==> config.mk <==
export PLATFORM = sky130hd
export DESIGN_NAME = csr_uart_rx
export DESIGN_NICKNAME = d
export VERILOG_FILES = /design/src/rtl/csr_uart_rx.sv
export SDC_FILE = /design/constraint.sdc
export NUM_CORES = 1
export LEC_CHECK = 0
export ABC_CLOCK_PERIOD_IN_PS = 5900
export CORE_ASPECT_RATIO = 0.9
export CORE_MARGIN = 2
export CORE_UTILIZATION = 53
export CTS_CLUSTER_DIAMETER = 40
export CTS_CLUSTER_SIZE = 25
export DETAILED_ROUTE_END_ITERATION = 10
export PLACE_DENSITY = 0.89
export SETUP_SLACK_MARGIN = 0.1
export SLEW_MARGIN = 20
export SYNTH_ARGS = -nofsm -noshare
export SYNTH_HDL_FRONTEND = slang
export SYNTH_SLANG_ARGS = --single-unit
==> constraint.sdc <==
create_clock -name clk -period 5.9 [get_ports clk]
set_input_delay 1.77 -clock clk [delete_from_list [all_inputs] [get_ports clk]]
set_output_delay 1.77 -clock clk [all_outputs]
set_load 0.005 [all_outputs]
==> src/rtl/csr_uart_rx.sv <==
// csr_uart_rx: 8N1 UART receiver with byte FIFO, read-to-pop CSR at BASE_ADDR.
// Define CSR_UART_RX_IRQ_EN to generate the registered receive interrupt.
module csr_uart_rx #(
  parameter logic [11:0] BASE_ADDR = 12'hBC0,
  parameter int DIVISOR = 868,
  parameter int FIFO_AW = 2
) (
  input  logic        clk,
  input  logic        rst,
  input  logic        read,
  input  logic [2:0]  modify,
  input  logic [31:0] wdata,
  input  logic [11:0] addr,
  output logic [31:0] rdata,
  output logic        valid,
  input  logic        rx,
  output logic        irq
);
  localparam int CW = $clog2(DIVISOR);
  localparam logic [CW-1:0] HALF = CW'(DIVISOR / 2 - 1);
  localparam logic [CW-1:0] FULL = CW'(DIVISOR - 1);
  localparam logic [2:0] IDLE = 3'd0, START = 3'd1, DATA = 3'd2, STOP = 3'd3, BRK = 3'd4;
  logic rx_q, rxs;
  logic [2:0] state, nbit;
  logic [CW-1:0] cnt;
  logic [7:0] sh;
  logic [7:0] mem [2**FIFO_AW];
  logic [FIFO_AW:0] wp, rp;
  logic ovr, ferr, hit_q;
  logic tick, push, frame_err, empty, full, hit, pop, wr_ok, clr;
  logic unused_wdata;
  assign unused_wdata = ^{wdata[31:11], wdata[8:0]};
  assign tick = cnt == '0;
  assign push = state == STOP && tick && rxs;
  assign frame_err = state == STOP && tick && !rxs;
  assign empty = wp == rp;
  assign full = (wp ^ rp) == {1'b1, {FIFO_AW{1'b0}}};
  assign hit = read && addr == BASE_ADDR;
  assign pop = hit && !empty;
  // a full FIFO still accepts a push when the same edge pops the head
  assign wr_ok = push && (!full || pop);
  assign clr = hit_q && modify == 3'd1;
  always_ff @(posedge clk) begin
    if (rst) begin
      rx_q <= 1'b1;
      rxs <= 1'b1;
      state <= IDLE;
      cnt <= '0;
      nbit <= '0;
      sh <= '0;
    end else begin
      rx_q <= rx;
      rxs <= rx_q;
      cnt <= tick ? cnt : cnt - 1'b1;
      case (state)
        IDLE: if (!rxs) begin
          cnt <= HALF;
          state <= START;
        end
        START: if (tick) begin
          cnt <= FULL;
          nbit <= '0;
          state <= rxs ? IDLE : DATA;
        end
        DATA: if (tick) begin
          sh <= {rxs, sh[7:1]};
          cnt <= FULL;
          nbit <= nbit + 3'd1;
          state <= nbit == 3'd7 ? STOP : DATA;
        end
        STOP: if (tick) state <= rxs ? IDLE : BRK;
        BRK: if (rxs) state <= IDLE;
        default: state <= IDLE;
      endcase
    end
  end
  always_ff @(posedge clk) if (wr_ok) mem[wp[FIFO_AW-1:0]] <= sh;
  always_ff @(posedge clk) begin
    if (rst) begin
      wp <= '0;
      rp <= '0;
      ovr <= 1'b0;
      ferr <= 1'b0;
      hit_q <= 1'b0;
      valid <= 1'b0;
      rdata <= '0;
    end else begin
      wp <= wr_ok ? wp + 1'b1 : wp;
      rp <= pop ? rp + 1'b1 : rp;
      ovr <= (push && full && !pop) || (ovr && !(clr && wdata[9]));
      ferr <= frame_err || (ferr && !(clr && wdata[10]));
      hit_q <= addr == BASE_ADDR;
      valid <= hit;
      rdata <= hit ? {21'b0, ferr, ovr, empty, empty ? 8'h00 : mem[rp[FIFO_AW-1:0]]} : '0;
    end
  end
`ifdef CSR_UART_RX_IRQ_EN
  always_ff @(posedge clk) irq <= rst ? 1'b0 : (!empty || ovr || ferr);
`else
  assign irq = 1'b0;
`endif
endmodule

### After elaboration in Yosys (flattened, before gate mapping)

Memory sizes are Yosys's and may differ from the RTL's. A register that Yosys moved wholly into a read port is not among the register bits.
Index checks and enable logic that the tools add are counted.

* output and inout port bits: 34
* input port bits: 51
* flip-flop bits (word level): 60
* word-level logic and storage cells: 84
* memories: 1
* bits in writable memories: 32

Memories
* mem: depth 4, width 8, rd ports 1, clocked after memory_dff 1, wr ports 1, RTL line 27 `logic [7:0] mem [2**FIFO_AW];`

* bitwise gates (word level): 2
* muxes and demuxes: 18
* eq/ne operators: 14
* reductions and logical operators: 31
* add/subtract/negate cells: 4

Operators with widths (number)
* $mux W10: 3
* $mux W3: 8
* $pmux W10 S2: 1
* $pmux W3 S5: 1
* $logic_and A1 B1 Y1: 13
* $eq A12 B12 Y1 const B: 1
* $logic_not A10 Y1: 1
* $ne A2 B2 Y1 const B: 5
* $sub A10 B1 Y10 const B: 1
* $add A3 B1 Y3 const B: 3
* $eq A3 B3 Y1 const B: 3
* $eq A3 B1 Y1 const B: 2
* $eq A3 B2 Y1 const B: 2
* $logic_not A1 Y1: 6
* $pmux W3 S2: 1
* $reduce_and A5 Y1: 1
* $reduce_or A2 Y1: 2
* $eq A3 B3 Y1: 1
* $logic_not A3 Y1: 1
* $logic_or A1 B1 Y1: 3
* $mux W1: 3
* $reduce_and A3 Y1: 1
* $reduce_or A3 Y1: 1
* $xor A3 B3 Y3: 1
* other kinds (4): 4

### Depth between registers and ports, before layout

Gate-level depths: netlist (run 1).

* depth in word-level cells: 7
* mapped depth: 10
* depth with buffers taken out: 8

### Worst setup path after synthesis (run 1)

Ideal clock, no wire load.

* kind: input-to-reg
* from: input addr[1]
* to: memory mem[3][0] (enable)
* path buffers: 0
* stages on the path: 4
* data required time: 5.517 ns
* library setup time: 0.383 ns
* slack: 2.326 ns
* arrival: 3.190 ns
* path through: or4_4 > nor3_4 > a21oi_2 > nor3_1

* longest elaborated chain between the ends: 7

Ends and longest elaborated chain
* from (decl): RTL line 13 `input logic [11:0] addr,`
* $eq A12 B12 Y1: RTL line 38 `assign hit = read && addr == BASE_ADDR;`
* $logic_and A1 B1 Y1: RTL line 38
* $logic_and A1 B1 Y1: RTL line 39 `assign pop = hit && !empty;`
* $logic_or A1 B1 Y1: RTL line 41 `assign wr_ok = push && (!full || pop);`
* $logic_and A1 B1 Y1: RTL line 41
* $mux W1: RTL line 77 `always_ff @(posedge clk) if (wr_ok) mem[wp[FIFO_AW-1:0]] <= sh;`
* $mux W1 (implied by the code): RTL line 77
* to (decl): RTL line 27

No other way between the ends.

### Final worst setup path (run 1)

* from: input addr[1]
* to: memory mem[1][3] (enable)

Same word-level chain as after synthesis.

==> reports/metrics.cfg, run 1 <==
[worst_setup_path]
end_kind=flop
path_depth=6
crit_buf_inv=1
cp.arrival_ns=3.96
start_kind=primary input
worstPathRequired_ns=5.90
cp_top_family=simple AND/OR/NAND/NOR gates
path_cells=clkdlybuf4s50_1 > or4_4 > nor3_4 > a21oi_2 > nor2_1 > and2_1
critPathMaxFanout=8
worstSetupPathType=in -> reg
slowest_stage=or4_4
rr_worst_depth=7
cp_slowest_stage_delay_ns=0.59

[clocking]
cts_htree_levels=3
numCtsBuffers=9
cts_resized=0
post_cts_buffers=0
cts.clk_slew.worst_paths_ns=0.08
clock-root-buffer=clkbuf_8
clockBufferDepth=2
cts_tree=built
clk_latency_ns=0.35
cts_hold_buffers=0
clock-sinks=79

[finish]
area_growth_pct=14.1
nFillCells=460
finalNetCount=389
drive_gt1_frac=0.108
antenna_cells=0
post-route-util=0.632

[worst_hold_path]
hp-class=reg -> reg
hold-path-cell-count=1

[timing]
max_freq_mhz=252
fin_setup_tns_ns=0
fin_crit_ns=3.96
timing.final.crit_share=0.672
hold_viol=0
drv_slew=0
setup_viol=0
tightestPinTransition_ns=0.940
rsz0062_at_grt=false
fin_ws_ns=1.94
fin_skew_ns=0.0112
max_slew_margin=0.372

[route]
post_drt_wl_per_cell_um=14.7
drcViolationCount=0
initialDrtViolationCount=95
postRouteAntennaNets=0
routed-via-count=2259
wl_mm=6.19
drtPass1Iterations=4
vias_per_cell=5.38

[logic_synthesis]
post-synth-top-count-cell=dfxtp_1
synth.avg_cell_area_um2=11.5
yosysWarnings=0
synth_edf_count=32
synth_area_leaders=edfxtp_1 28%, dfxtp_1 27%, mux4_2 5.3%, buf_4 4.8%, nand2_1 3.8%
synth-seq-cells=79
synth_cell_types=54
yosysTopAreaCellShare=0.280
synthTopCellsByCount=47 x dfxtp_1, 35 x nand2_1, 32 x edfxtp_1
netlist_instances=299
ys.flop_type=dfxtp_1
synth_top_cell_by_area=edfxtp_1
netlist_area_um2=3430
yosysSeqAreaShare=0.555
async_flop_share=0

[floorplan]
pin_count=85
core-area_um2=6180
start_util=0.554
die_x_um=88.8
die_area_um2=7130
row_count=27
dieHeight_um=80.3

[placed_design]
port_buffers=32
dp_hpwl_mm=4.20
gp_congestion=0.838
pre_cts_slack_ns=1.70

[global_routing]
grt_pass1_wl_mm=9.99
grt_pass1_vias=2093
antenna_found_initial=0
grt_max_degree=38
grt_usage=0.190
overflow=0

[power]
powerDensity_nw_per_um2=331
leakage_uw=0.00144
ir_drop_uv=377
total_power_uw=1300

[job]
drv_cap=0

[status]
status=finished clean

-- routing by layer --
metal | up-vias | GRT usage | wire [µm]
li1 | 1088 | - | -
met2 | 65 | 0.314 | 3280
met4 | 0 | 0.0621 | 70
met3 | 5 | 0.0740 | 324
met5 | - | 0 | 0
met1 | 1101 | 0.225 | 2510
-- area by class of cell --
type,instances,area [µm²],area share
sequential,79,1900,0.487
multi-input combinational,198,1330,0.339
timing repair buffer,34,335,0.0858
clock buffer,11,131,0.0336
tap,87,109,0.0278
clock inverter,5,82.6,0.0211
inverter,6,22.5,0.00576
-- through the flow --
stage / instance area, µm² / hold WS [ns] / cells
after floorplan: 3510 / 0.389 / 320
after global placement: 3690 / 0.397 / 404
after detailed placement: 3690 / 0.406 / 404
after CTS: 3910 / 0.424 / 420
after global routing: 3910 / 0.438 / 420
final: 3910 / 0.415 / 420
-- power breakdown --
part	internal [µW]	leakage, µW	switching, µW
Clock	240	0.000108	188
Combinational	106	0.000654	131
Sequential	595	0.000678	35.6
-- state kept, by name, summed over array words and instances, names as in the netlist, 3 cells and up --
signal  flops
state       3
nbit        3
rp          3
rdata      11
cnt        10
sh          8
wp          3
mem        32
-- worst paths after layout --
| kind | startpoint | endpoint | slack [ns] |
|---|---|---|---|
| max | addr[1] | mem[1][3] | 1.94 |
| min reg2reg | rx_q | rxs | 0.42 |
| min | rx_q | rxs | 0.42 |
| max reg2reg | cnt[0] | mem[1][3] | 3.12 |
-- cell usage in the layout, fill, tap and decap left out, drive strengths merged, types with 2 or more instances in the layout --
| master | instances |
|---|---|
| a22oi | 2 |
| or2 | 2 |
| mux2i | 4 |
| conb | 22 |
| nor4b | 3 |
| a211oi | 2 |
| clkinv | 2 |
| nor2 | 19 |
| inv | 7 |
| nand2 | 35 |
| mux4 | 8 |
| dfxtp | 47 |
| clkbuf | 11 |
| a311oi | 2 |
| edfxtp | 32 |
| and2 | 5 |
| or3 | 3 |
| nor3 | 7 |
| clkdlybuf4s50 | 32 |
| xor2 | 2 |
| buf | 2 |
| a2111oi | 2 |
| bufinv | 2 |
| ha | 10 |
| xnor2 | 6 |
| a21oi | 21 |
| or4 | 4 |
| nand3 | 5 |
| nand2b | 3 |
| and3 | 12 |
| nor4 | 4 |
| a31oi | 2 |
-- cell families after synthesis --
kind of cell | after synthesis | synth area share
other cells | 1 | 0.00109
buf+inv | 43 | 0.0810
simple gates | 110 | 0.176
fa+ha+maj | 10 | 0.0365
flops | 79 | 0.555
mux | 13 | 0.0675
xor+xnor | 8 | 0.0204
compound gates | 35 | 0.0628
Power figures use the tool's default switching activity.
==> run 2, diff against run 1 <==
--- a/config.mk
+++ b/config.mk
@@ -5,14 +5,14 @@
 export SDC_FILE = /design/constraint.sdc
 export NUM_CORES = 1
 export LEC_CHECK = 0
-export ABC_CLOCK_PERIOD_IN_PS = 5900
+export ABC_CLOCK_PERIOD_IN_PS = 4000
 export CORE_ASPECT_RATIO = 0.9
 export CORE_MARGIN = 2
-export CORE_UTILIZATION = 53
+export CORE_UTILIZATION = 49
 export CTS_CLUSTER_DIAMETER = 40
 export CTS_CLUSTER_SIZE = 25
 export DETAILED_ROUTE_END_ITERATION = 10
-export PLACE_DENSITY = 0.89
+export PLACE_DENSITY = 0.84
 export SETUP_SLACK_MARGIN = 0.1
 export SLEW_MARGIN = 20
 export SYNTH_ARGS = -nofsm -noshare
==> constraint.sdc (replaced) <==
create_clock -name clk -period 4 [get_ports clk]
set_input_delay 1.2 -clock clk [delete_from_list [all_inputs] [get_ports clk]]
set_output_delay 1.2 -clock clk [all_outputs]
set_load 0.005 [all_outputs]
==> run 2 against run 1 <==
Compared with the run above:
- combinational power rose by 47%
- global-route usage fell by 2.5 points
- utilization fell by 4.7 points
- via count fell by 1.5%
- first-iteration DRC count rose by 59%
- power rose by 44%
- sequential share of layout area rose by 0.14 points
- final cell count rose by 0.71%
- critical path depth did not move
==> reports/metrics.cfg, run 2 (same netlist as run 1, synthesis figures left out) <==
[status]
status=finished clean

[worst_setup_path]
worstPathRequired_ns=4.00  ; -1.90 ns
cp.arrival_ns=3.30  ; -0.66 ns
cp_top_family=simple AND/OR/NAND/NOR gates
r2r_end=nbit[0]
timing.rr.start=cnt[0]
path_cells=clkdlybuf4s50_1 > or4_4 > nor3_4 > a21oi_2 > nor2_1 > and2_1
rr_worst_depth=8  ; +1
critPathMaxFanout=8  ; unchanged
worstSetupPathType=in -> reg
end_kind=flop
ff2ff_setup_slack_ns=1.18  ; -1.94 ns
crit_buf_inv=1  ; unchanged
slowest_stage=or4_4
start_kind=primary input
cp_slowest_stage_delay_ns=0.56  ; -0.03 ns

[job]
drv_cap=0  ; unchanged

[global_routing]
grt_pass1_vias=2198  ; +5.0%
grt_max_degree=37  ; -2.6%
overflow=0  ; unchanged
antenna_found_initial=0  ; unchanged
grt_usage=0.164  ; -0.0255
grt_pass1_wl_mm=9.98  ; -0.14%

[route]
routed-via-count=2224  ; -1.5%
postRouteAntennaNets=0  ; unchanged
post_drt_wl_per_cell_um=14.2  ; -3.3%
drcViolationCount=0  ; unchanged
wl_mm=6.03  ; -2.6%
drtPass1Iterations=4  ; unchanged
initialDrtViolationCount=151  ; +59%
vias_per_cell=5.26  ; -2.2%

[finish]
largest_reg_flops=32  ; unchanged
finalNetCount=389  ; unchanged
drive_gt1_frac=0.111  ; +0.00300
nFillCells=530  ; +15%
antenna_cells=0  ; unchanged
final_common_cell=dfxtp_1
area_growth_pct=13.7
layout_common_cells=47 x dfxtp_1, 35 x nand2_1, 32 x clkdlybuf4s50_1, 32 x edfxtp_1, 22 x conb_1

[timing]
fin_setup_tns_ns=0  ; unchanged
tightestPinTransition_ns=0.977  ; +0.0375 ns
max_slew_margin=0.347  ; -0.0250
max_freq_mhz=303
timing.final.crit_share=0.825
rsz0062_at_grt=false
fin_skew_ns=0.0128  ; +0.00167 ns
hold_viol=0  ; unchanged
setup_viol=0  ; unchanged
fin_hold_ws_ns=0.424  ; +0.00885 ns
drv_slew=0  ; unchanged
fin_crit_ns=3.30

[placed_design]
port_buffers=32  ; unchanged
dp_hpwl_mm=4.21  ; +0.35%
gp_congestion=0.839  ; +0.12%

[worst_hold_path]
hp-start=rx_q
min_to=rxs
hp-class=reg -> reg
hold-path-cell-count=1  ; unchanged

[floorplan]
die_x_um=92.2  ; +3.8%
start_util=0.515  ; -0.0395
dieHeight_um=83.3  ; +3.8%
die_area_um2=7680  ; +7.8%
row_count=28  ; +3.7%
pin_count=85  ; unchanged
core-area_um2=6660  ; +7.7%

[clocking]
cts_tree=built
clockBufferDepth=2  ; unchanged
clock-sinks=79  ; unchanged
cts_htree_levels=3  ; unchanged
cts.clk_slew.worst_paths_ns=0.08  ; about the same
cts_hold_buffers=0  ; unchanged
numCtsBuffers=9  ; unchanged
cts_resized=0  ; unchanged
post_cts_buffers=0  ; unchanged
clk_latency_ns=0.35  ; about the same
clock-root-buffer=clkbuf_8

[power]
ir_drop_uv=379  ; +0.42%
powerDensity_nw_per_um2=478  ; +44%
leakage_uw=0.00144  ; -0.29%

-- run 2: cell types whose count changed in the layout (fill, tap and decap cells not counted) --
| cell | delta |
|---|---|
| bufinv_16 | -1 |
| clkbuf_1 | -1 |
| clkinv_2 | +1 |
| clkbuf_8 | +1 |
-- run 2: worst max-delay path by stage --
stage             from         to  slack (ns)  cells past startpoint
6_report       addr[1]  mem[1][2]        0.70                      6
3_5_place_dp   addr[1]  mem[1][0]        0.31                      6
4_1_cts        addr[1]  mem[1][6]        0.68                      6
2_1_floorplan  addr[1]  mem[3][0]         1.0                      4
3_3_place_gp   addr[1]  mem[0][0]        0.45                      6
5_1_grt        addr[1]  mem[2][6]        0.55                      6
-- run 2: through the flow --
stage / setup slack, ns / power [µW] / area (µm²) / cells / util
global route: 0.553 / 1970 / 3900 / 423 / 0.586
finish: 0.701 / 1860 / 3900 / 423 / 0.586
global placement: 0.449 / 1280 / 3700 / 407 / 0.556
floorplan: 0.996 / 1230 / 3510 / 320 / -
detailed placement: 0.306 / 1290 / 3700 / 407 / 0.556
CTS: 0.679 / 1870 / 3900 / 423 / 0.586
-- run 2: cell type report --
| type | count | area [µm²] | share of cell area |
|---|---|---|---|
| sequential | 79 | 1900 | 0.488 |
| multi-input combinational | 198 | 1330 | 0.340 |
| timing repair buffer | 34 | 335 | 0.0860 |
| clock buffer | 11 | 141 | 0.0363 |
| tap | 90 | 113 | 0.0289 |
| clock inverter | 5 | 57.6 | 0.0148 |
| inverter | 6 | 22.5 | 0.00578 |
-- run 2: per-layer routing --
metal | global-route usage | routed length [µm]
met4 | 0.0488 | 76
met1 | 0.196 | 2550
met3 | 0.0490 | 212
met5 | 0 | 0
met2 | 0.285 | 3190
-- run 2: where the power goes --
group          leakage, µW  internal (µW)  total (µW)  switching [µW]
clock             0.000104            307         586             280
sequential        0.000678            878         931            52.5
combinational     0.000654            157         348             191
==> RTL edit 1, RTL diff (flow settings as in run 2) <==
Add a define of `CSR_UART_RX_IRQ_EN`.
--- a/src/rtl/csr_uart_rx.sv
+++ b/src/rtl/csr_uart_rx.sv
@@ -1,5 +1,7 @@
 // csr_uart_rx: 8N1 UART receiver with byte FIFO, read-to-pop CSR at BASE_ADDR.
 // Define CSR_UART_RX_IRQ_EN to generate the registered receive interrupt.
+`define CSR_UART_RX_IRQ_EN
+
 module csr_uart_rx #(
   parameter logic [11:0] BASE_ADDR = 12'hBC0,
   parameter int DIVISOR = 868,
Formal check against the unedited RTL: no difference found for any inputs over 10 cycles, from zero or initial values and one cycle with rst high; that may be too few to reach the edited logic, so the function may still have changed.
==> RTL edit 1 against run 2 <==
Wire length rose by 6.4%. Sequential cell count rose by 1. Final cell count rose by 2.6%. Count of clock-buffer cells in the layout fell by 2. Cell area rose by 4.8%. Combinational power rose by 28%. Setup slack got worse by 0.083 ns. Worst hold slack got worse by 0.010 ns. Synthesized area rose by 2.9%. First-iteration DRC count fell by 25%. Total power rose by 8.6%. Clock power rose by 6.3%.
==> RTL edit 1: results (changes against run 2) <==
| Metric | Value |
|---|---|
| First-pass GRT wire length | `10300 µm (was 9980 µm)` |
| RD Place Congestion | `0.852 (was 0.839)` |
| Synth top cells by count | `dfxtp_1 (48), edfxtp_1 (32), buf_4 (22), nor2_1 (21), a21oi_1 (13) (was dfxtp_1 (47), nand2_1 (35), edfxtp_1 (32), buf_4 (22), a21oi_1 (20))` |
| CTS buffer count | `9 (unchanged)` |
| Arrival @ worst endpoint | `3.45 ns (was 3.30 ns)` |
| Critical-path top delay cell | `or4_1 (was or4_4)` |
| Setup Skew | `0.00606 ns (was 0.0128 ns)` |
| Final hold slack | `0.414 ns (was 0.424 ns)` |
| Combinational power | `0.000445 W (was 0.000348 W)` |
| Post-Synthesis Cells | `301 (was 299)` |
| CTS max path bufs | `2 (unchanged)` |
| Register area share after synthesis | `54.5% (was 55.5%)` |
| Synth top area cells | `dfxtp_1 (27%), edfxtp_1 (27%), mux4_2 (5.1%) (was edfxtp_1 (28%), dfxtp_1 (27%), mux4_2 (5.3%))` |
| I/O Buffers | `33 (was 32)` |
| DP Wirelength | `4340 µm (was 4210 µm)` |
| Drt pass-1 iters | `4 (unchanged)` |
| Total Routing Usage GR | `17.0% (was 16.4%)` |
| R2R Setup Slk | `1.44 ns (was 1.18 ns)` |
| Cells after DPL | `418 (was 407)` |
| Setup WS pre-CTS | `0.285 ns (was 0.306 ns)` |
| Unique masters post-synth | `51 (was 54)` |
| PD cells | `496 nW/µm² (was 478 nW/µm²)` |
| Clk root buf | `clkbuf_8 (unchanged)` |
| P_leak | `1.45 nW (was 1.44 nW)` |
| Vias | `2326 (was 2224)` |
| Max Clk Rate | `296 MHz (was 303 MHz)` |
| Max_slew headroom | `42.9% (was 34.7%)` |
| Pint | `0.00138 W (was 0.00134 W)` |
| Peak VDD IR | `360 µV (was 379 µV)` |
| Placed Area | `3880 µm² (was 3700 µm²)` |
| Outcome | `finished, final reports clean (unchanged)` |
| Power Clock | `0.000623 W (was 0.000586 W)` |
| Largest register FFs | `32 (unchanged)` |
| H-tree Lvls | `3 (unchanged)` |
| Asr flop ratio synth | `0% (unchanged)` |
| WL per Instance | `14.8 µm (was 14.2 µm)` |
| Fill count | `543 (was 530)` |
| Fraction of layout cells with a size suffix above 1 | `12.6% (was 11.1%)` |
| Final #Nets | `397 (was 389)` |
| Number of synthesized flops with an enable pin | `32 (unchanged)` |
| Routed WL | `6410 µm (was 6030 µm)` |
| Delay-heaviest family, CP | `simple AND/OR/NAND/NOR gates (unchanged)` |
| DRT iter0 DRCs | `113 (was 151)` |
-- RTL edit 1: changes by cell type after synthesis, moves of 6 or more --
cell,before,now
and3_1,11,3
o21ai_0,1,9
buf_2,8,2
mux2i_1,4,10
inv_1,5,11
nor2b_1,1,11
clkbuf_1,4,11
nand2_1,35,8
a21oi_1,20,13
-- RTL edit 1: cells by family (layout without fill, tap and decap cells) --
kind of cell               after synthesis  in the layout  synth area share, %
muxes                                   21             21                 8.91
xor gates and xnor gates                 8              8                 1.99
DFF                                     80             80                 54.5
AOI/OAI and AO/OA                       40             40                 7.10
adders and majority gates               10             10                 3.55
buffers and inverters                   46             66                 7.31
other                                    1             21                0.106
and+or+nand+nor                         95             95                 16.5
-- RTL edit 1: cell type report --
class                           count  area, µm²  area share, %
Timing Repair Buffer               39        375           9.19
Multi-Input combinational cell    195       1420           34.8
Clock inverter                      7       86.3           2.11
Clock buffer                        9        124           3.03
Sequential cell                    80       1920           47.0
Tap cell                           93        116           2.85
Inverter                           11       41.3           1.01
-- RTL edit 1: worst paths after layout --
| check | startpoint | cells past startpoint | endpoint |
|---|---|---|---|
| worst max-delay path | addr[1] | 6 | mem[1][5] |
| worst min-delay path | rx_q | 1 | rxs |
| worst max register to register | cnt[1] | 7 | mem[1][5] |
| worst min register to register | rx_q | 1 | rxs |
-- RTL edit 1: worst reg2reg max path, cell delays in order (launching register included) --
cell	delay, ns
dfxtp_1	0.33
inv_1	0.10
ha_1	0.17
nor4b_1	0.67
nand4_1	0.31
a21oi_2	0.32
and2_1	0.19
buf_4	0.18
-- RTL edit 1: per-layer routing --
layer	GRT usage (%)	share of wire [%]
met5	0	0
met3	3.68	5.8
met2	28.1	49
met4	9.22	1.9
met1	20.6	43
==> RTL edit 2, RTL diff (flow settings as in run 2) <==
Without the edit above. Add an input register stage for `read`, `modify`, `wdata`, `addr` and `rx`, with the module's reset; this delays them by one clock.
--- a/src/rtl/csr_uart_rx.sv
+++ b/src/rtl/csr_uart_rx.sv
@@ -20,6 +20,29 @@
   localparam logic [CW-1:0] HALF = CW'(DIVISOR / 2 - 1);
   localparam logic [CW-1:0] FULL = CW'(DIVISOR - 1);
   localparam logic [2:0] IDLE = 3'd0, START = 3'd1, DATA = 3'd2, STOP = 3'd3, BRK = 3'd4;
+
+  logic read_q;
+  logic [2:0] modify_q;
+  logic [31:0] wdata_q;
+  logic [11:0] addr_q;
+  logic rx_r;
+
+  always_ff @(posedge clk) begin
+    if (rst) begin
+      read_q   <= '0;
+      modify_q <= '0;
+      wdata_q  <= '0;
+      addr_q   <= '0;
+      rx_r     <= '0;
+    end else begin
+      read_q   <= read;
+      modify_q <= modify;
+      wdata_q  <= wdata;
+      addr_q   <= addr;
+      rx_r     <= rx;
+    end
+  end
+
   logic rx_q, rxs;
   logic [2:0] state, nbit;
   logic [CW-1:0] cnt;
@@ -29,17 +52,17 @@
   logic ovr, ferr, hit_q;
   logic tick, push, frame_err, empty, full, hit, pop, wr_ok, clr;
   logic unused_wdata;
-  assign unused_wdata = ^{wdata[31:11], wdata[8:0]};
+  assign unused_wdata = ^{wdata_q[31:11], wdata_q[8:0]};
   assign tick = cnt == '0;
   assign push = state == STOP && tick && rxs;
   assign frame_err = state == STOP && tick && !rxs;
   assign empty = wp == rp;
   assign full = (wp ^ rp) == {1'b1, {FIFO_AW{1'b0}}};
-  assign hit = read && addr == BASE_ADDR;
+  assign hit = read_q && addr_q == BASE_ADDR;
   assign pop = hit && !empty;
   // a full FIFO still accepts a push when the same edge pops the head
   assign wr_ok = push && (!full || pop);
-  assign clr = hit_q && modify == 3'd1;
+  assign clr = hit_q && modify_q == 3'd1;
   always_ff @(posedge clk) begin
     if (rst) begin
       rx_q <= 1'b1;
@@ -49,7 +72,7 @@
       nbit <= '0;
       sh <= '0;
     end else begin
-      rx_q <= rx;
+      rx_q <= rx_r;
       rxs <= rx_q;
       cnt <= tick ? cnt : cnt - 1'b1;
       case (state)
@@ -87,9 +110,9 @@
     end else begin
       wp <= wr_ok ? wp + 1'b1 : wp;
       rp <= pop ? rp + 1'b1 : rp;
-      ovr <= (push && full && !pop) || (ovr && !(clr && wdata[9]));
-      ferr <= frame_err || (ferr && !(clr && wdata[10]));
-      hit_q <= addr == BASE_ADDR;
+      ovr <= (push && full && !pop) || (ovr && !(clr && wdata_q[9]));
+      ferr <= frame_err || (ferr && !(clr && wdata_q[10]));
+      hit_q <= addr_q == BASE_ADDR;
       valid <= hit;
       rdata <= hit ? {21'b0, ferr, ovr, empty, empty ? 8'h00 : mem[rp[FIFO_AW-1:0]]} : '0;
     end
Check against the original RTL: not equivalent (Yosys sat finds a counterexample within 4 cycles, from zero or initial values and one cycle with rst high).
==> RTL edit 2 against run 2 <==
Register-to-register slack better by 0.34 ns. Total power is 20% higher. Setup slack improved by 0.62 ns. Die area up 18%. Cell area rose by 18%. Sequential cell count rose by 19. Synthesized area increased by 19%. Global-route usage shrank 1.1 points. Wire length grew 9.6%. Critical path depth is 1 lower.
==> RTL edit 2: results (changes against run 2) <==
| Metric | Value |
|---|---|
| Outcome | `finished, final reports clean (unchanged)` |
| Largest register FFs | `32 (unchanged)` |
| CTS buffer count | `9 (unchanged)` |
| Fill count | `675 (was 530)` |
| DRT iter0 DRCs | `55 (was 151)` |
| Met3 wire length | `299 µm (was 212 µm)` |
| I/O Buffers | `32 (unchanged)` |
| Total Routing Usage GR | `15.3% (was 16.4%)` |
| Drt pass-1 iters | `4 (unchanged)` |
| HP Class | `register to register (unchanged)` |
| Number of synthesized flops with an enable pin | `32 (unchanged)` |
| CTS clk-pin slew, worst paths | `around 0.09 ns` |
| RD Place Congestion | `0.821 (was 0.839)` |
| Yosys warns | `0 (unchanged)` |
| CP Max Fanout | `58 (was 8)` |
| Top layer in use | `met4 (unchanged)` |
| Register area share after synthesis | `55.8% (was 55.5%)` |
| Gr ovfl total | `0 (unchanged)` |
| Vias in the first global route | `2407 (was 2198)` |
| Clock latency on the worst-skew pair | `around 0.36 ns` |
| Final #Nets | `428 (was 389)` |
| Post_cts resized | `0 (unchanged)` |
| First-pass GRT wire length | `11000 µm (was 9980 µm)` |
| Met2 wire len | `3270 µm (was 3190 µm)` |
| Initial antenna violation count | `0 (unchanged)` |
| # DRC | `0 (unchanged)` |
| CTS max path bufs | `2 (unchanged)` |
| Arrival @ worst endpoint | `2.98 ns (was 3.30 ns)` |
| Setup bufs post-CTS | `0 (unchanged)` |
| H-tree Lvls | `3 (unchanged)` |
| M1 WL | `2930 µm (was 2550 µm)` |
| Asr flop ratio synth | `0% (unchanged)` |
| Clk root buf | `clkbuf_8 (unchanged)` |
| Vias | `2465 (was 2224)` |
| Largest net degree at the start of global routing | `59 (was 37)` |
| Peak VDD IR | `384 µV (was 379 µV)` |
| Setup Skew | `0.0124 ns (was 0.0128 ns)` |
| DP Wirelength | `4530 µm (was 4210 µm)` |
| Post-CTS Hold Buffers | `0 (unchanged)` |
| P_leak | `1.64 nW (was 1.44 nW)` |
| Fraction of layout cells with a size suffix above 1 | `10.8% (was 11.1%)` |
| Synth top area cells | `dfxtp_1 (32%), edfxtp_1 (23%), mux4_2 (4.4%) (was edfxtp_1 (28%), dfxtp_1 (27%), mux4_2 (5.3%))` |
| Synth top cells by count | `dfxtp_1 (66), edfxtp_1 (32), nor2b_1 (26), buf_4 (23), nand2b_1 (15) (was dfxtp_1 (47), nand2_1 (35), edfxtp_1 (32), buf_4 (22), a21oi_1 (20))` |
| Slew @ Worst Pin | `0.744 ns (was 0.977 ns)` |
| Setup WS pre-CTS | `0.989 ns (was 0.306 ns)` |
| Unique masters post-synth | `59 (was 54)` |
| # diodes | `0 (unchanged)` |
| WL per Instance | `14.0 µm (was 14.2 µm)` |
[RTL edit 2: changes by cell type after synthesis, sizes merged, moves of 5 or more]
cell    before  now
a211oi       2    7
a21oi       21    6
and3        12    4
buf         31   25
clkbuf       5   12
dfxtp       47   66
inv          6   11
mux2i        4   10
nand2       35    9
nand2b       3   15
nor2        19   12
nor2b        1   26
[RTL edit 2: cell type report]
class | instances | area [µm²] | share of cell area, %
Timing Repair Buffer | 33 | 328 | 7.14
Clock buffer | 12 | 145 | 3.16
Multi-Input combinational cell | 214 | 1620 | 35.3
Inverter | 11 | 43.8 | 0.954
Clock inverter | 4 | 50.0 | 1.09
Sequential cell | 98 | 2280 | 49.7
Tap cell | 99 | 124 | 2.70
[RTL edit 2: path summary, 6_finish.rpt]
kind / start / end / slack (ns) / depth (start not counted)
max reg2reg: cnt[0] / mem[1][7] / 1.52 / 7
max: rst / state[0] / 1.32 / 5
min: rx_q / rxs / 0.42 / 1
min reg2reg: rx_q / rxs / 0.42 / 1
[RTL edit 2: power breakdown]
group	internal [W]	total [W]	switching, W
Sequential	0.00108	0.00116	0.0000800
Combinational	0.000209	0.000453	0.000245
Clock	0.000308	0.000631	0.000322
[RTL edit 2: critical path, stage by stage]
cell and delay (ns):
clkdlybuf4s50_1 0.44, buf_4 0.30, a2111oi_0 0.66, mux2_1 0.23, a22o_1 0.13
[RTL edit 2: metrics by stage]
stage               std cells  cell area [µm²]
global placement          455             4400
finish                    471             4590
CTS                       471             4590
detailed placement        455             4400
global route              471             4590
floorplan                 360             4170
[RTL edit 2: cells by family (layout without fill, tap and decap cells)]
logic type      count (synthesis)  count (layout)  share of synthesized area, %
simple gates                  116             116                          18.6
flops                          98              98                          55.8
buf+inv                        48              60                          6.60
compound gates                 37              37                          6.54
mux                            21              21                          7.67
fa+ha+maj                      10              10                          3.06
xor+xnor                        8               8                          1.71
other cells                     1              22                        0.0916
[RTL edit 2: per-layer routing]
layer / up-vias / GRT usage (%)
met1: 1170 / 18.2
li1: 1223 / -
met3: 10 / 5.42
met4: 0 / 5.14
met2: 62 / 25.6
met5: - / 0
